## src/rtl/bus_s2p_rx.sv

```systemverilog
// Serial-to-parallel bus receiver: address/data lines deserialised LSB first into a
// one-deep valid/ready output buffer. Define BUS_S2P_PARITY_EN to add a trailing even-parity slot.
module bus_s2p_rx #(
   parameter int unsigned ADDR_W = 12,
   parameter int unsigned DATA_W = 8
) (
   input  logic              clk,
   input  logic              rst,
   input  logic              rx_valid,
   input  logic              rx_address,
   input  logic              rx_data,
   input  logic              out_ready,
   output logic              out_valid,
   output logic [ADDR_W-1:0] address_out,
   output logic [DATA_W-1:0] data_out,
   output logic              busy,
   output logic              frame_err,
   output logic              overrun,
   output logic              parity_err
);

   localparam int unsigned FRAME_LEN = (ADDR_W > DATA_W) ? ADDR_W : DATA_W;
`ifdef BUS_S2P_PARITY_EN
   localparam int unsigned LAST_SLOT = FRAME_LEN;
`else
   localparam int unsigned LAST_SLOT = FRAME_LEN - 1;
`endif
   localparam int unsigned CW = $clog2(LAST_SLOT + 1);
   localparam logic [CW-1:0] LAST = CW'(LAST_SLOT);

   typedef enum logic {IDLE, SHIFT} state_t;

   state_t            state_q;
   logic [CW-1:0]     cnt_q;
   logic [ADDR_W-1:0] addr_sh_q, addr_sh_d;
   logic [DATA_W-1:0] data_sh_q, data_sh_d;
   logic              out_valid_q;
   logic [ADDR_W-1:0] addr_out_q;
   logic [DATA_W-1:0] data_out_q;
   logic              frame_err_q;
   logic              overrun_q;
   logic              last_slot;
   logic              frame_ok;

   // Shift image including the bit on the lines this cycle, so the output can load on the last-bit edge.
   always_comb begin
      addr_sh_d = (state_q == IDLE) ? '0 : addr_sh_q;
      data_sh_d = (state_q == IDLE) ? '0 : data_sh_q;
      for (int unsigned i = 0; i < ADDR_W; i++)
         if (cnt_q == CW'(i)) addr_sh_d[i] = rx_address;
      for (int unsigned i = 0; i < DATA_W; i++)
         if (cnt_q == CW'(i)) data_sh_d[i] = rx_data;
      last_slot = (state_q == SHIFT) && (cnt_q == LAST);
   end

`ifdef BUS_S2P_PARITY_EN
   logic parity_err_q;
   // In the parity slot the payload is already complete in the shift registers.
   assign frame_ok   = ~(^addr_sh_q ^ ^data_sh_q ^ rx_data);
   assign parity_err = parity_err_q;
`else
   assign frame_ok   = 1'b1;
   assign parity_err = 1'b0;
`endif

   always_ff @(posedge clk) begin
      if (rst) begin
         state_q     <= IDLE;
         cnt_q       <= '0;
         addr_sh_q   <= '0;
         data_sh_q   <= '0;
         out_valid_q <= 1'b0;
         addr_out_q  <= '0;
         data_out_q  <= '0;
         frame_err_q <= 1'b0;
         overrun_q   <= 1'b0;
`ifdef BUS_S2P_PARITY_EN
         parity_err_q <= 1'b0;
`endif
      end else begin
         frame_err_q <= 1'b0;
         overrun_q   <= 1'b0;
`ifdef BUS_S2P_PARITY_EN
         parity_err_q <= 1'b0;
`endif
         if (out_valid_q && out_ready)
            out_valid_q <= 1'b0;

         case (state_q)
            IDLE: begin
               if (rx_valid) begin
                  addr_sh_q <= addr_sh_d;
                  data_sh_q <= data_sh_d;
                  cnt_q     <= CW'(1);
                  state_q   <= SHIFT;
               end
            end
            SHIFT: begin
               if (!rx_valid) begin
                  frame_err_q <= 1'b1;
                  addr_sh_q   <= '0;
                  data_sh_q   <= '0;
                  cnt_q       <= '0;
                  state_q     <= IDLE;
               end else if (last_slot) begin
                  addr_sh_q <= '0;
                  data_sh_q <= '0;
                  cnt_q     <= '0;
                  state_q   <= IDLE;
                  if (!frame_ok) begin
`ifdef BUS_S2P_PARITY_EN
                     parity_err_q <= 1'b1;
`endif
                  end else if (!out_valid_q || out_ready) begin
                     addr_out_q  <= addr_sh_d;
                     data_out_q  <= data_sh_d;
                     out_valid_q <= 1'b1;
                  end else begin
                     overrun_q <= 1'b1;
                  end
               end else begin
                  addr_sh_q <= addr_sh_d;
                  data_sh_q <= data_sh_d;
                  cnt_q     <= cnt_q + 1'b1;
               end
            end
            default: state_q <= IDLE;
         endcase
      end
   end

   assign out_valid   = out_valid_q;
   assign address_out = addr_out_q;
   assign data_out    = data_out_q;
   assign busy        = (state_q == SHIFT);
   assign frame_err   = frame_err_q;
   assign overrun     = overrun_q;

endmodule

```

## config.mk

```make
export PLATFORM = sky130hd
export DESIGN_NAME = bus_s2p_rx
export DESIGN_NICKNAME = d
export VERILOG_FILES = /design/src/rtl/bus_s2p_rx.sv
export SDC_FILE = /design/constraint.sdc
export NUM_CORES = 1
export LEC_CHECK = 0
export CAP_MARGIN = 20
export CORE_AREA = 8 8 84 86
export CTS_CLUSTER_DIAMETER = 200
export DETAILED_ROUTE_END_ITERATION = 10
export DIE_AREA = 0 0 92 94
export GPL_TIMING_DRIVEN = 0
export PLACE_DENSITY_LB_ADDON = 0.25
export SYNTH_ARGS = -nofsm -noshare
export SYNTH_HDL_FRONTEND = slang
export SYNTH_SLANG_ARGS = --single-unit
```

## constraint.sdc

```tcl
create_clock -name clk -period 3.5 [get_ports clk]
set_clock_uncertainty 0.05 [all_clocks]
set_input_delay 0.35 -clock clk [delete_from_list [all_inputs] [get_ports clk]]
set_output_delay 0.35 -clock clk [all_outputs]
set_load 0.005 [all_outputs]
```

==> results by group <==
Status
  – Outcome: finished clean

Final layout
  – Share of layout cells above drive strength 1: between 10% and 20%
  – Inserted Diodes: 0
  – Nets: roughly 280
  – Area grow syn2layout: 21.0%
  – Finished Cell Area: ~2700 um^2
  – Final non-filler cell total: 346

Placed design
  – DP Area: between 2000 and 3000 um^2
  – GP Congestion: 0.855
  – IO Port Bufs: 28
  – Post-Place Cells: between 300 and 400
  – Final HPWL DP: 3.87 mm

Clock tree
  – Clock Latency Late Sink: approximately 0.3 ns
  – Worst-case clock buffer depth: 2
  – Hold buffers post-CTS: 0
  – Inserted Clock Buffers: 5
  – CTS tree: yes
  – Post-CTS Setup Inserts: 0
  – Clock-pin slew on the worst setup and hold paths: about 0.080 ns
  – H-tree depth: 2
  – CTS resizes: 0
  – Clock Tree Root: clkbuf_8
  – Sink Count: 47

Timing
  – Fin crit period: 1.87 ns
  – Final setup violating endpoints: 0
  – RSZ-0062 raised after global routing: false
  – Setup_tns: 0 ns
  – Final critical-path share of the clock period: 53.6%
  – Max-slew headroom: 65.6%
  – Fmax: approximately 530 MHz
  – Final Hold Viols: 0
  – Worst slew pin tran: 0.517 ns
  – Slew Limit Fails: 0

Critical path
  – Worst Path Arrival: 1.99 ns
  – Max FO, Critical Path: 10
  – FF-to-FF setup slack: 1.63 ns
  – CP startpoint kind: flop
  – Reg2reg end: address_out[1]
  – R2r worst-path depth: 7
  – R2R Path Start: cnt_q[0]
  – Worst EP required: about 3.6 ns
  – Worst Setup End Kind: flop
  – WS Path Type: reg2reg

Route
  – Vias/cell: 5.11
  – Wire per inst: around 15 um
  – Initial drt markers: 95
  – Post-route ant nets: 0
  – DRT Wirelength: 5.22 mm
  – 1st-pass router iterations: 4
  – Via count: 1,768
  – Detailed-route DRC error count: 0

Pwr
  – Worst vdd ir: 197 uV
  – Total power per unit cell area: 352 nW/um^2
  – Static Leak: 1.02 nW

Synthesis
  – Post-synthesis net count: 247
  – Post-synth EDFFs: 0
  – Syn avg cell area: 9.40 um^2
  – Top cells by area, synth: dfxtp_1 42%, mux2i_1 9.0%, a211oi_2 5.6%
  – Most frequent cells after synthesis: 47 x dfxtp_1, 21 x nand2_1, 20 x a31oi_1, 20 x and2_1, 20 x mux2i_1
  – Primary FF master, synth: dfxtp_1
  – Distinct cells, synth: 33
  – Area leader, netlist: dfxtp_1
  – Post-synthesis register bit count: 47
  – Synth Warn #: 0
  – Post-synthesis sequential area ratio: between 40% and 50%
  – Top-count cell post-synth: dfxtp_1
  – Synth Cell Area: around 2200 um^2
  – Top cell type's share of synthesized area: approximately 42%
  – Synth async-reset ratio: 0%
  – Syn Inst Count: 236

Worst hold path
  – Hold wc startpoint: addr_sh_q[1]
  – Hold Crit Depth: 2
  – HP Class: reg2reg
  – Worst Hold Path EP: addr_sh_q[1]

Floorplanning
  – Die area: 8650 um^2
  – Core Footprint: 5750 um^2
  – Die width: 92 um
  – Rows: 28
  – Num ports: 31
  – Die H: 94 um
  – Initial Util: 38.6%

Global routing
  – First-pass GRT wire length: 8.85 mm
  – Initial antenna violation count: 0
  – Vias in the first global route: ~1,800
  – All-Layer GR Usage: 12.8%
  – Grt ovf: 0
  – Largest net degree at the start of global routing: 15

Flow run
  – Max Cap Violations: 0
==> routing by layer <==
| layer | up-vias | share of wire [%] | global-route usage (%) |
|---|---|---|---|
| li1 | 913 | - | - |
| met1 | 807 | 46 | 14.8 |
| met2 | 38 | 47 | 22.1 |
| met3 | 10 | 4.2 | 3.28 |
| met4 | 0 | 2.5 | 5.50 |
| met5 | - | 0 | 0 |
==> logic make-up after synthesis <==
family / count (synthesis) / share of synthesized area (%)
compound gates: 66 / 21.1
simple gates: 66 / 17.3
flops: 47 / 42.4
buf+inv: 31 / 7.22
mux: 20 / 9.02
fa+ha+maj: 5 / 2.82
other cells: 1 / 0.169
==> sequential cells by signal (all words and copies together) (netlist names) <==
register / flops
frame_err: 1
out_valid: 1
data_out: 8
addr_sh_q: 11
data_sh_q: 8
overrun: 1
busy: 1
address_out: 12
cnt_q: 4
==> worst max-delay path by stage <==
stage,from,endpoint,slack [ns]
floorplan,cnt_q[0],address_out[2],1.91
global placement,rst,cnt_q[2],1.46
detailed placement,rst,cnt_q[2],1.44
CTS,cnt_q[0],address_out[1],1.64
global route,cnt_q[0],address_out[3],1.51
finish,cnt_q[0],address_out[1],1.63
==> metrics by stage <==
step / hold slack (ns) / setup slack (ns) / power (mW) / util (%)
floorplan: 0.371 / 1.91 / 0.594 / -
finish: 0.394 / 1.63 / 0.945 / 46.7
global route: 0.412 / 1.51 / 0.982 / 46.7
detailed placement: 0.386 / 1.44 / 0.617 / 45.1
global placement: 0.379 / 1.46 / 0.617 / 45.1
CTS: 0.398 / 1.64 / 0.958 / 46.7
==> layout make-up <==
| cell class | instances | area [um^2] |
|---|---|---|
| plain buffers | 25 | 138 |
| repair buffers | 28 | 280 |
| well taps | 75 | 93.8 |
| multi-input cells | 158 | 1120 |
| flip-flops and latches | 47 | 941 |
| clock inverters | 1 | 8.76 |
| inverters | 6 | 22.5 |
| clock buffers | 6 | 82.6 |
| fillers | 603 | 3060 |
==> power breakdown <==
part | switching, mW | total [mW] | internal [mW]
clock network | 0.182 | 0.341 | 0.159
logic | 0.0392 | 0.0622 | 0.0230
registers | 0.00329 | 0.542 | 0.538
==> critical path, stage by stage (launching register included) <==
cell and delay (ns):
dfxtp_1 0.45, ha_1 0.26, and3b_1 0.18, buf_2 0.20, and3_1 0.19, buf_6 0.15
buf_6 0.18, a211oi_2 0.08
==> layout by cell type (no fill, tap or decap), drive strengths merged, types with 2 or more instances in the layout <==
master,synthesis,layout
dfxtp,47,47
clkdlybuf4s50,0,28
nand2,21,21
and2,20,20
mux2i,20,20
a31oi,20,20
o21ai,20,20
clkbuf,13,19
a211oi,19,19
buf,12,12
nand3b,8,8
inv,6,7
ha,5,5
or3b,4,4
nand3,4,4
a21oi,3,3
and3b,2,2
Note: power is estimated with default switching activity, not from simulation.
